[src/rtl/interrupt_sequencer.sv]
// 6502 reset/NMI/IRQ/BRK entry sequencer: pushes PC and P, sets I, fetches the vector
// and hands the new PC to the control unit.
module interrupt_sequencer #(
    parameter logic [15:0] NMI_VEC    = 16'hFFFA,
    parameter logic [15:0] RST_VEC    = 16'hFFFC,
    parameter logic [15:0] IRQ_VEC    = 16'hFFFE,
    parameter logic [7:0]  STACK_PAGE = 8'h01
) (
    input  logic        clk,
    input  logic        reset_n,
    input  logic        nmi_n,
    input  logic        irq_n,
    input  logic        brk_req,
    input  logic        instr_boundary,
    input  logic        I_flag,
    input  logic [7:0]  P_in,
    input  logic [15:0] pc_in,
    input  logic [7:0]  sp_in,
    input  logic [7:0]  mem_rdata,
    output logic        busy,
    output logic [15:0] mem_addr,
    output logic [7:0]  mem_wdata,
    output logic        mem_we,
    output logic        mem_re,
    output logic        sp_dec,
    output logic        set_I,
    output logic        pc_load,
    output logic [15:0] pc_out
);

    typedef enum logic [2:0] {
        IDLE     = 3'd0,
        PUSH_PCH = 3'd1,
        PUSH_PCL = 3'd2,
        PUSH_P   = 3'd3,
        VEC_LO   = 3'd4,
        VEC_HI   = 3'd5,
        LOAD     = 3'd6
    } state_t;

    state_t      state_q, state_d;
    logic [15:0] vec_base_q, vec_base_d;
    logic [15:0] pc_q, pc_d;
    logic        b_q, b_d;
    logic        rst_path_q, rst_path_d;
    logic        nmi_s1_q, nmi_s1_d;
    logic        nmi_s2_q, nmi_s2_d;
    logic        nmi_prev_q, nmi_prev_d;
    logic        irq_s1_q, irq_s1_d;
    logic        irq_s2_q, irq_s2_d;
    logic        nmi_pend_q, nmi_pend_d;

    logic        nmi_edge_c;
    logic        irq_act_c;
    logic        nmi_clr_c;
    logic        set_i_c;

    // Stored B and bit 5 of the stack image are rebuilt here, not taken from P_in.
    logic        unused_p_bits;
    assign unused_p_bits = ^P_in[5:4];

    // State and capture registers; reset lands directly in the vector fetch.
    always_ff @(posedge clk or negedge reset_n) begin
        if (!reset_n) begin
            state_q    <= VEC_LO;
            vec_base_q <= RST_VEC;
            pc_q       <= 16'h0000;
            b_q        <= 1'b0;
            rst_path_q <= 1'b1;
            nmi_s1_q   <= 1'b1;
            nmi_s2_q   <= 1'b1;
            nmi_prev_q <= 1'b1;
            irq_s1_q   <= 1'b1;
            irq_s2_q   <= 1'b1;
            nmi_pend_q <= 1'b0;
        end else begin
            state_q    <= state_d;
            vec_base_q <= vec_base_d;
            pc_q       <= pc_d;
            b_q        <= b_d;
            rst_path_q <= rst_path_d;
            nmi_s1_q   <= nmi_s1_d;
            nmi_s2_q   <= nmi_s2_d;
            nmi_prev_q <= nmi_prev_d;
            irq_s1_q   <= irq_s1_d;
            irq_s2_q   <= irq_s2_d;
            nmi_pend_q <= nmi_pend_d;
        end
    end

    // Next state, request arbitration and Moore bus decode.
    always_comb begin
        state_d    = state_q;
        vec_base_d = vec_base_q;
        pc_d       = pc_q;
        b_d        = b_q;
        rst_path_d = rst_path_q;
        nmi_s1_d   = nmi_n;
        nmi_s2_d   = nmi_s1_q;
        nmi_prev_d = nmi_s2_q;
        irq_s1_d   = irq_n;
        irq_s2_d   = irq_s1_q;
        nmi_clr_c  = 1'b0;
        set_i_c    = 1'b0;

        busy      = (state_q != IDLE);
        mem_addr  = 16'h0000;
        mem_wdata = 8'h00;
        mem_we    = 1'b0;
        mem_re    = 1'b0;
        sp_dec    = 1'b0;
        pc_load   = 1'b0;
        pc_out    = pc_q;

        nmi_edge_c = nmi_prev_q & ~nmi_s2_q;
        irq_act_c  = ~irq_s2_q & ~I_flag;

        case (state_q)
            IDLE: begin
                if (instr_boundary && (nmi_pend_q || irq_act_c || brk_req)) begin
                    state_d    = PUSH_PCH;
                    vec_base_d = nmi_pend_q ? NMI_VEC : IRQ_VEC;
                    b_d        = brk_req;
                    rst_path_d = 1'b0;
                end
            end
            PUSH_PCH: begin
                mem_addr  = {STACK_PAGE, sp_in};
                mem_wdata = pc_in[15:8];
                mem_we    = 1'b1;
                sp_dec    = 1'b1;
                state_d   = PUSH_PCL;
            end
            PUSH_PCL: begin
                mem_addr  = {STACK_PAGE, sp_in};
                mem_wdata = pc_in[7:0];
                mem_we    = 1'b1;
                sp_dec    = 1'b1;
                state_d   = PUSH_P;
            end
            PUSH_P: begin
                mem_addr  = {STACK_PAGE, sp_in};
                mem_wdata = {P_in[7:6], 1'b1, b_q, P_in[3:0]};
                mem_we    = 1'b1;
                sp_dec    = 1'b1;
                set_i_c   = 1'b1;
                nmi_clr_c = (vec_base_q == NMI_VEC);
                state_d   = VEC_LO;
            end
            VEC_LO: begin
                mem_re   = 1'b1;
                mem_addr = vec_base_q;
                set_i_c  = rst_path_q;
                state_d  = VEC_HI;
            end
            VEC_HI: begin
                mem_re     = 1'b1;
                mem_addr   = vec_base_q + 16'd1;
                set_i_c    = rst_path_q;
                pc_d[7:0]  = mem_rdata;
                state_d    = LOAD;
            end
            LOAD: begin
                pc_d[15:8] = mem_rdata;
                pc_out     = {mem_rdata, pc_q[7:0]};
                pc_load    = 1'b1;
                state_d    = IDLE;
            end
            default: state_d = IDLE;
        endcase

        // A fresh edge wins over the clear so it is never lost.
        nmi_pend_d = (nmi_pend_q & ~nmi_clr_c) | nmi_edge_c;
        set_I      = set_i_c & reset_n;
    end

endmodule
[config.mk]
export PLATFORM = sky130hd
export DESIGN_NAME = interrupt_sequencer
export DESIGN_NICKNAME = d
export VERILOG_FILES = /design/src/rtl/interrupt_sequencer.sv
export SDC_FILE = /design/constraint.sdc
export NUM_CORES = 1
export LEC_CHECK = 0
export ABC_AREA = 1
export CORE_MARGIN = 5
export CORE_UTILIZATION = 39
export DETAILED_ROUTE_END_ITERATION = 10
export PLACE_DENSITY = 0.86
export SYNTH_ARGS = -nofsm -noshare
export SYNTH_HDL_FRONTEND = slang
export SYNTH_SLANG_ARGS = --single-unit
[constraint.sdc]
create_clock -name clk -period 3.1 [get_ports clk]
set_input_delay 0.31 -clock clk [delete_from_list [all_inputs] [get_ports clk]]
set_output_delay 0.31 -clock clk [all_outputs]
set_load 0.02 [all_outputs]
==> results of run 1 <==
state kept, by name, indices dropped and copies added, names as in the netlist:
register	flops
pc_q	16
b_q	1
nmi_pend_q	1
vec_base_q	2
rst_path_q	1
irq_s2_q	1
state_q	3
nmi_prev_d	1
irq_s1_q	1
nmi_prev_q	1
nmi_s1_q	1
final cells by class:
cell class / instances / area [µm²]
clock buffer: 7 / 96.34
clock inverter: 1 / 5.005
fill: 302 / 1217
inverter: 22 / 82.58
multi-input combinational: 116 / 493.0
sequential: 29 / 735.7
tap: 48 / 60.06
timing repair buffer: 92 / 915.9
kinds of logic (layout without fill, tap and decap cells):
logic type,Yosys count,count (layout)
flip-flops,29,29
AND/OR/NAND/NOR,93,93
buffers and inverters,39,122
AO/OA/AOI/OAI,23,23
worst min-delay path by stage:
stage / from / endpoint / slack, ns
final: irq_s1_q / irq_s2_q / 0.35
after global routing: irq_s1_q / irq_s2_q / 0.36
after CTS: irq_s1_q / irq_s2_q / 0.36
after detailed placement: irq_s1_q / irq_s2_q / 0.35
after global placement: irq_s1_q / irq_s2_q / 0.35
after floorplan: reset_n / b_q / 0.01
through the flow:
step / power (mW) / worst slack (ns) / std cells / cell area (µm²)
2_1_floorplan: 1.544 / 1.138 / 184 / 1434
3_3_place_gp: 2.190 / 0.7629 / 307 / 2287
3_5_place_dp: 2.219 / 0.7459 / 307 / 2287
4_1_cts: 2.560 / 0.4068 / 315 / 2389
5_1_grt: 2.703 / 0.1902 / 315 / 2389
6_report: 2.531 / 0.4575 / 315 / 2389
metal layers:
layer | track usage, % | vias to the layer above | part of all wire, %
li1 | - | 716 | -
met4 | 3.340 | 0 | 0
met1 | 18.01 | 633 | 42
met3 | 5.398 | 0 | 9.8
met5 | 0 | - | 0
met2 | 25.99 | 69 | 48
worst register-to-register path, cell delays in order (launching register included):
cell                      delay, ns
sky130_fd_sc_hd__dfrtp_1       0.43
sky130_fd_sc_hd__inv_1         0.14
sky130_fd_sc_hd__nand3_1       0.41
sky130_fd_sc_hd__o21ai_0       0.41
where the power goes:
| group | switching, mW | internal [mW] |
|---|---|---|
| combinational | 0.876 | 0.712 |
| sequential | 0.0771 | 0.535 |
| clock | 0.131 | 0.200 |
cell usage after synthesis:
library cell,number,share of area [%]
sky130_fd_sc_hd__dfrtp_1,21,37
sky130_fd_sc_hd__buf_2,2,0.70
sky130_fd_sc_hd__nand3_1,11,3.8
sky130_fd_sc_hd__and2_1,1,0.44
sky130_fd_sc_hd__nor2_2,2,0.87
sky130_fd_sc_hd__a21boi_0,1,0.52
sky130_fd_sc_hd__nand2_1,72,19
sky130_fd_sc_hd__nand4_1,2,0.87
sky130_fd_sc_hd__a21oi_1,1,0.35
sky130_fd_sc_hd__inv_1,20,5.2
sky130_fd_sc_hd__o21ai_0,21,7.3
sky130_fd_sc_hd__clkinv_1,1,0.26
sky130_fd_sc_hd__buf_4,15,7.9
sky130_fd_sc_hd__dfstp_2,8,15
sky130_fd_sc_hd__inv_2,1,0.26
sky130_fd_sc_hd__nor2_1,5,1.3
==> flow_metrics.env, run 1 <==
export IMPL_result_of_the_run="finished, final reports clean"
export IMPL_initial_core_util_pct=39.76
export IMPL_setup_viol=0
export IMPL_grt_start_max_net_pins=30
export IMPL_insertion_delay_ns=0.27
export IMPL_synth_seq_area_share_pct=51.31
export IMPL_max_cap_violations=0
export IMPL_synth_adder_area_share_pct=0
export IMPL_synth_simple_gate_area_share_pct=26.18
export IMPL_synth_area_per_cell_um2=7.793
export IMPL_crit_path_max_incr_delay_ns=0.67
export IMPL_wl_um=3747
export IMPL_drt_iter0_drc=35
export IMPL_cts_hold_buffers_added=0
export IMPL_worst_slew_pin_tran_ns=0.5556
export IMPL_critPathTopFamily="buffers and inverters"
export IMPL_pin_count=93
export IMPL_r2r_start="state_q[0]"
export IMPL_setup_tns_final_ns=0
export IMPL_synth_xor_xnor_area_share_pct=0
export IMPL_cell_area_synth_mm2=0.001434
export IMPL_groute_usage_overall_pct=15.03
export IMPL_r2r_end="pc_q[14]"
export IMPL_synth_top_family_by_area="simple AND/OR/NAND/NOR gates"
export IMPL_tritoncts="done"
export IMPL_area_delta_synth_final_pct=66.58
export IMPL_insertedDiodeCount=0
export IMPL_worst_clock_skew_ns=0.006319
export IMPL_timing_critical_path_from="state_q[0]"
export IMPL_place_congestion=0.7856
export IMPL_hold_worst_slack_ns=0.3545
export IMPL_worstSetupPathType="reg2out"
export IMPL_period_share_pct=85.24
export IMPL_initial_antenna_violation_count=0
export IMPL_finalWorstPathRequiredPeriod_ns=2.642
export IMPL_synth_distinct_cells=16
export IMPL_synth_area_mux_share_pct=0
export IMPL_power_density_cell_area_mw_per_mm2=1060
export IMPL_via_count=1418
export IMPL_unrepaired_setup_endpoints_after_global_routing="false"
export IMPL_synth_warning_count=0
export IMPL_vdd_ir_drop_worst_mv=0.5993
export IMPL_postSynthNetCount=231
export IMPL_floorplan_core_area_mm2=0.003606
export IMPL_maximum_fanout_along_the_worst_path=17
export IMPL_drive_gt1_share_pct=7.865
export IMPL_worstPathBufferInverterCount=2
export IMPL_placementRows=22
export IMPL_layout_commonest_cell="sky130_fd_sc_hd__clkdlybuf4s50_1"
export IMPL_hold_path_depth=0
export IMPL_clk_pin_slew_worst_paths_ns=0.06
export IMPL_cts_inserted_buffers=5
export IMPL_cp_start_kind="register"
export IMPL_timing_reg2reg_worst_path_depth=3
export IMPL_die_width_um=70.64
export IMPL_iteration_count_of_the_initial_detailed_routing_pass=4
export IMPL_cp_data_arrival_time_ns=2.33
export IMPL_ctsRootBufferMaster="sky130_fd_sc_hd__clkbuf_8"
export IMPL_setup_worst_path_end="pc_out[14]"
export IMPL_static_leakage_power_nw=1.125
export IMPL_drcViolationCount=0
export IMPL_area_enclosed_by_the_die_boundary_mm2=0.004989
export IMPL_slew_violations=0
export IMPL_worst_endpoint_required_ns=2.79
export IMPL_max_transition_margin_pct=62.85
export IMPL_wire_length_of_the_first_global_routing_pass_um=6127
export IMPL_timing_critical_path_slowest_stage_cell="sky130_fd_sc_hd__clkdlybuf4s50_1"
export IMPL_critical_path_depth=4
export IMPL_global_route_overflow_total=0
export IMPL_endpoint_kind="output port"
export IMPL_final_util_pct=66.24
export IMPL_timing_limited_maximum_frequency_ghz=0.3784
export IMPL_syn_inst=184
export IMPL_cts_root_to_sink_buffers=2
export IMPL_drt_wirelength_per_cell_um=11.90
export IMPL_hold_path_class="reg2reg"
export IMPL_regToRegSetupSlack_ns=1.60
export IMPL_highest_count_cells_in_the_layout_ignoring_fill_and_taps="90 x sky130_fd_sc_hd__clkdlybuf4s50_1, 72 x sky130_fd_sc_hd__nand2_1, 21 x sky130_fd_sc_hd__o21ai_0, 21 x sky130_fd_sc_hd__dfrtp_1, 20 x sky130_fd_sc_hd__inv_1"
export IMPL_number_of_buffers_inserted_by_port_buffering=90
export IMPL_postRouteAntennaNets=0
export IMPL_max_h_tree_level=2
export IMPL_dp_hpwl_um=3016
export IMPL_post_cts_resized=0
export IMPL_detail_route_vias_per_cell=4.502
export IMPL_first_global_vias=1350
export IMPL_final_hold_viol_count=0
export IMPL_synth_ff_latch_count=29
export IMPL_synth_compound_area_share_pct=8.202
export IMPL_fp_dieH_um=70.64
export IMPL_design_final_nets=313
export IMPL_tritoncts_num_sinks=29
export IMPL_cts_repair_timing_setup_buffer_count=0
export IMPL_path_cells="inv_1 > nand3_1 > o21ai_0 > clkdlybuf4s50_1"
Power figures use the tool's default switching activity.
==> run 2: changes to the inputs <==
--- a/config.mk
+++ b/config.mk
@@ -9,7 +9,7 @@
 export CORE_MARGIN = 5
 export CORE_UTILIZATION = 39
 export DETAILED_ROUTE_END_ITERATION = 10
-export PLACE_DENSITY = 0.86
+export PLACE_DENSITY = 0.93
 export SYNTH_ARGS = -nofsm -noshare
 export SYNTH_HDL_FRONTEND = slang
 export SYNTH_SLANG_ARGS = --single-unit
==> run 2 against run 1 <==
  * First-iteration DRC count is 63% higher
  * Critical path type unchanged
  * Routed wire length rose by 6.6%
  * Utilization unchanged
  * Largest power group unchanged
  * Largest cell class unchanged
  * Critical path depth is 1 lower
==> flow_metrics.env, run 2 (synthesized netlist as in run 1, its figures left out) <==
export IMPL_result_of_the_run="finished, final reports clean"
export IMPL_drcViolationCount=0
export IMPL_hp_start="irq_s1_q"
export IMPL_finalWorstPathRequiredPeriod_ns=2.721
export IMPL_groute_usage_overall_pct=16.07
export IMPL_worstSetupPathType="reg2out"
export IMPL_slew_violations=0
export IMPL_layout_commonest_cell="sky130_fd_sc_hd__clkdlybuf4s50_1"
export IMPL_place_congestion=0.8008
export IMPL_cts_hold_buffers_added=0
export IMPL_worst_endpoint_required_ns=2.79
export IMPL_unrepaired_setup_endpoints_after_global_routing="false"
export IMPL_wl_um=3995
export IMPL_hold_end="irq_s2_q"
export IMPL_power_density_cell_area_mw_per_mm2=1064
export IMPL_r2r_end="pc_q[10]"
export IMPL_maximum_fanout_along_the_worst_path=17
export IMPL_floorplan_core_area_mm2=0.003606
export IMPL_highest_count_cells_in_the_layout_ignoring_fill_and_taps="90 x sky130_fd_sc_hd__clkdlybuf4s50_1, 72 x sky130_fd_sc_hd__nand2_1, 21 x sky130_fd_sc_hd__o21ai_0, 21 x sky130_fd_sc_hd__dfrtp_1, 20 x sky130_fd_sc_hd__inv_1"
export IMPL_static_leakage_power_nw=1.125
export IMPL_insertion_delay_ns=0.27
export IMPL_cts_inserted_buffers=5
export IMPL_first_global_vias=1403
export IMPL_final_hold_viol_count=0
export IMPL_dp_slack_ns=0.6522
export IMPL_period_share_pct=87.78
export IMPL_r2r_start="state_q[2]"
export IMPL_die_width_um=70.64
export IMPL_postRouteAntennaNets=0
export IMPL_wire_length_of_the_first_global_routing_pass_um=6389
export IMPL_insertedDiodeCount=0
export IMPL_area_enclosed_by_the_die_boundary_mm2=0.004989
export IMPL_vdd_ir_drop_worst_mv=0.6003
export IMPL_setup_tns_final_ns=0
export IMPL_hold_worst_slack_ns=0.3569
export IMPL_ctsRootBufferMaster="sky130_fd_sc_hd__clkbuf_8"
export IMPL_fp_dieH_um=70.64
export IMPL_setup_viol=0
export IMPL_path_cells="nand3_1 > o21ai_0 > clkdlybuf4s50_1"
export IMPL_initial_antenna_violation_count=0
export IMPL_timing_limited_maximum_frequency_ghz=0.3675
export IMPL_design_final_nets=313
export IMPL_largest_register_ffs=16
export IMPL_drive_gt1_share_pct=7.865
export IMPL_clk_pin_slew_worst_paths_ns=0.06
export IMPL_iteration_count_of_the_initial_detailed_routing_pass=4
export IMPL_worst_slew_pin_tran_ns=0.6144
export IMPL_worst_clock_skew_ns=0.007886
export IMPL_timing_reg2reg_worst_path_depth=2
export IMPL_reg_largest_list="pc_q x16, state_q x3, vec_base_q x2"
export IMPL_cts_root_to_sink_buffers=2
export IMPL_area_delta_synth_final_pct=66.58
export IMPL_post_cts_resized=0
export IMPL_cts_repair_timing_setup_buffer_count=0
export IMPL_dp_hpwl_um=3150
export IMPL_number_of_buffers_inserted_by_port_buffering=90
export IMPL_global_route_overflow_total=0
export IMPL_largest_register="pc_q"
export IMPL_drt_wirelength_per_cell_um=12.68
export IMPL_initial_core_util_pct=39.76
export IMPL_regToRegSetupSlack_ns=1.52
export IMPL_final_setup_worst_slack_ns=0.3788
export IMPL_cp_start_kind="register"
export IMPL_max_cap_violations=0
export IMPL_hold_path_class="reg2reg"
export IMPL_p_total_mw=2.542
export IMPL_timing_critical_path_slowest_stage_cell="sky130_fd_sc_hd__clkdlybuf4s50_1"
export IMPL_crit_path_max_incr_delay_ns=0.68
export IMPL_grt_start_max_net_pins=30
export IMPL_via_count=1432
export IMPL_max_h_tree_level=2
export IMPL_pin_count=93
export IMPL_max_transition_margin_pct=58.93
export IMPL_cp_data_arrival_time_ns=2.41
export IMPL_tritoncts="done"
export IMPL_tritoncts_num_sinks=29
export IMPL_placementRows=22
export IMPL_detail_route_vias_per_cell=4.546
export IMPL_endpoint_kind="output port"
export IMPL_hold_path_depth=0
export IMPL_drt_iter0_drc=57
run 2: how the worst max path moves through the flow:
| stage | start | to | slack [ns] | depth (start not counted) |
|---|---|---|---|---|
| 6_report | state_q[2] | pc_out[11] | 0.38 | 3 |
| 5_1_grt | state_q[0] | pc_out[13] | 0.12 | 4 |
| 4_1_cts | state_q[2] | pc_out[11] | 0.34 | 3 |
| 3_5_place_dp | state_q[0] | pc_out[11] | 0.65 | 4 |
| 3_3_place_gp | state_q[0] | pc_out[9] | 0.75 | 4 |
| 2_1_floorplan | state_q[2] | mem_addr[1] | 1.14 | 4 |
run 2: report_power, final:
group	total [mW]	internal, mW	leakage (nW)	switching [mW]
clock	0.331	0.200	0.0542	0.131
sequential	0.616	0.535	0.334	0.0810
combinational	1.59	0.712	0.737	0.883
run 2: per-layer routing:
layer	global-route usage (%)	share of wire [%]	vias to the layer above
li1	-	-	718
met4	6.263	1.6	0
met3	5.540	9.2	7
met2	28.69	49	60
met1	17.46	40	647
met5	0	0	-
run 2: metrics by stage:
stage / cells / utilization [%] / instance area, µm²
after CTS: 315 / 66.24 / 2389
final: 315 / 66.24 / 2389
after detailed placement: 307 / 63.43 / 2287
after global placement: 307 / 63.43 / 2287
after global routing: 315 / 66.24 / 2389
after floorplan: 184 / - / 1434
run 2: layout make-up:
type	count	area, µm²
multi-input cells	116	493.0
well taps	48	60.06
fillers	303	1217
repair buffers	92	915.9
clock buffers	7	96.34
clock inverters	1	5.005
flip-flops and latches	29	735.7
inverters	22	82.58
run 2: worst max-delay path: cells and delay by family, from the launching register on:
family,cells,cell delay [ns]
and+or+nand+nor,1,0.46
DFF,1,0.57
AOI/OAI and AO/OA,1,0.43
buffers and inverters,1,0.68
==> run 3: changes to the inputs <==
--- a/config.mk
+++ b/config.mk
@@ -7,9 +7,9 @@
 export LEC_CHECK = 0
 export ABC_AREA = 1
 export CORE_MARGIN = 5
-export CORE_UTILIZATION = 39
+export CORE_UTILIZATION = 36
 export DETAILED_ROUTE_END_ITERATION = 10
-export PLACE_DENSITY = 0.93
+export PLACE_DENSITY = 0.87
 export SYNTH_ARGS = -nofsm -noshare
 export SYNTH_HDL_FRONTEND = slang
 export SYNTH_SLANG_ARGS = --single-unit
==> constraint.sdc (replaced) <==
create_clock -name clk -period 3 [get_ports clk]
set_input_delay 0.3 -clock clk [delete_from_list [all_inputs] [get_ports clk]]
set_output_delay 0.3 -clock clk [all_outputs]
set_load 0.02 [all_outputs]
==> run 3 against run 2 <==
  * Flip-flop and latch count unchanged
  * Global-route usage shrank 1.7 points
  * Clock-buffer cell count is 1 lower
  * Final cell count increased by 0.63%
  * Non-clock buffer count is the same
  * Routed wire length decreased by 7.6%
  * Highest routed layer unchanged
  * Worst hold slack got worse by 0.0011 ns
  * Setup slack lost 0.029 ns
==> flow_metrics.env, run 3 (synthesized netlist as in run 1, its figures left out) <==
export IMPL_result_of_the_run="finished, final reports clean"
export IMPL_reg_largest_list="pc_q x16, state_q x3, vec_base_q x2"
export IMPL_area_delta_synth_final_pct=68.06
export IMPL_insertedDiodeCount=0
export IMPL_worst_slew_pin_tran_ns=0.5306
export IMPL_max_transition_margin_pct=64.53
export IMPL_final_hold_viol_count=0
export IMPL_largest_register_ffs=16
export IMPL_clk_pin_slew_worst_paths_ns=0.06
export IMPL_path_cells="inv_1 > nand3_1 > o21ai_0 > clkdlybuf4s50_1"
export IMPL_p_total_mw=2.681
export IMPL_static_leakage_power_nw=1.128
export IMPL_placementRows=23
export IMPL_finalWorstPathRequiredPeriod_ns=2.650
export IMPL_timing_critical_path_slowest_stage_cell="sky130_fd_sc_hd__clkdlybuf4s50_1"
export IMPL_via_count=1397
export IMPL_endpoint_kind="output port"
export IMPL_vdd_ir_drop_worst_mv=0.7124
export IMPL_fp_dieH_um=73.11
export IMPL_drcViolationCount=0
export IMPL_iteration_count_of_the_initial_detailed_routing_pass=4
export IMPL_postRouteAntennaNets=0
export IMPL_global_route_overflow_total=0
export IMPL_wire_length_of_the_first_global_routing_pass_um=5947
export IMPL_cts_repair_timing_setup_buffer_count=0
export IMPL_ctsRootBufferMaster="sky130_fd_sc_hd__clkbuf_8"
export IMPL_first_global_vias=1337
export IMPL_maximum_fanout_along_the_worst_path=17
export IMPL_timing_limited_maximum_frequency_ghz=0.3773
export IMPL_die_width_um=73.11
export IMPL_initial_antenna_violation_count=0
export IMPL_initial_core_util_pct=36.37
export IMPL_cts_root_to_sink_buffers=2
export IMPL_layout_commonest_cell="sky130_fd_sc_hd__clkdlybuf4s50_1"
export IMPL_unrepaired_setup_endpoints_after_global_routing="false"
export IMPL_tritoncts="done"
export IMPL_groute_usage_overall_pct=14.38
export IMPL_number_of_buffers_inserted_by_port_buffering=90
export IMPL_insertion_delay_ns=0.27
export IMPL_worstSetupPathType="reg2out"
export IMPL_floorplan_core_area_mm2=0.003943
export IMPL_drive_gt1_share_pct=7.865
export IMPL_drt_iter0_drc=60
export IMPL_crit_path_max_incr_delay_ns=0.67
export IMPL_largest_register="pc_q"
export IMPL_setup_tns_final_ns=0
export IMPL_highest_count_cells_in_the_layout_ignoring_fill_and_taps="90 x sky130_fd_sc_hd__clkdlybuf4s50_1, 72 x sky130_fd_sc_hd__nand2_1, 21 x sky130_fd_sc_hd__o21ai_0, 21 x sky130_fd_sc_hd__dfrtp_1, 20 x sky130_fd_sc_hd__inv_1"
export IMPL_area_enclosed_by_the_die_boundary_mm2=0.005345
export IMPL_power_density_cell_area_mw_per_mm2=1112
export IMPL_post_cts_resized=0
export IMPL_cp_data_arrival_time_ns=2.35
export IMPL_cp_start_kind="register"
export IMPL_slew_violations=0
export IMPL_pin_count=93
export IMPL_max_h_tree_level=2
export IMPL_design_final_nets=313
export IMPL_cts_inserted_buffers=5
export IMPL_detail_route_vias_per_cell=4.407
export IMPL_hold_path_class="reg2reg"
export IMPL_wl_um=3693
export IMPL_grt_start_max_net_pins=30
export IMPL_dp_hpwl_um=2939
export IMPL_drt_wirelength_per_cell_um=11.65
export IMPL_period_share_pct=88.34
export IMPL_worst_clock_skew_ns=0.004818
export IMPL_max_cap_violations=0
export IMPL_num_fill_cells=353
export IMPL_cts_hold_buffers_added=0
export IMPL_tritoncts_num_sinks=29
export IMPL_place_congestion=0.8133
export IMPL_setup_viol=0
export IMPL_worst_endpoint_required_ns=2.70
run 3: cell count changes in the layout (fill, tap and decap cells not counted), sizes merged:
cell / change
bufinv: +1
clkbuf: -1
clkinv: -1
clkinvlp: +1
run 3: critical path, delay by kind of cell (launching register included):
kind | cells | cell delay, ns
simple gates | 1 | 0.40
buf+inv | 2 | 0.81
compound gates | 1 | 0.42
flops | 1 | 0.45
run 3: layer usage:
| metal | track usage [%] | share of wire, % |
|---|---|---|
| met2 | 25.22 | 50 |
| met5 | 0 | 0 |
| met3 | 4.821 | 11 |
| met4 | 4.918 | 1.0 |
| met1 | 16.19 | 38 |
run 3: power breakdown:
part,switching [mW],leakage [nW],internal [mW]
Sequential,0.0865,0.334,0.553
Clock,0.143,0.0574,0.270
Combinational,0.894,0.737,0.735
Total,1.12,1.13,1.56
run 3: worst paths after layout:
path	start	endpoint	slack [ns]	cells past startpoint
worst max-delay path	state_q[0]	pc_out[13]	0.35	4
worst min-delay path	irq_s1_q	irq_s2_q	0.36	0
worst max register to register	state_q[0]	pc_q[13]	1.48	3
worst min register to register	irq_s1_q	irq_s2_q	0.36	0
max in group asynchronous	reset_n	irq_s1_q	2.26	2
min in group asynchronous	reset_n	pc_q[8]	0.44	2
run 3: through the flow:
stage	setup WS [ns]	area (µm²)	utilization (%)	hold WS [ns]	instances
finish	0.3498	2410	61.12	0.3557	317
global route	0.06998	2410	61.12	0.3596	317
global placement	0.6699	2290	58.08	0.3458	309
CTS	0.2728	2410	61.12	0.3568	317
detailed placement	0.5977	2290	58.08	0.3472	309
floorplan	1.048	1434	-	0.004409	184
run 3: layout make-up:
type                    instances  area (µm²)  area share [%]
inverters                      22       82.58           3.427
flip-flops and latches         29       735.7           30.53
clock inverters                 2       37.54           1.558
repair buffers                 92       915.9           38.01
well taps                      50       62.56           2.596
clock buffers                   6       82.58           3.427
multi-input cells             116       493.0           20.46
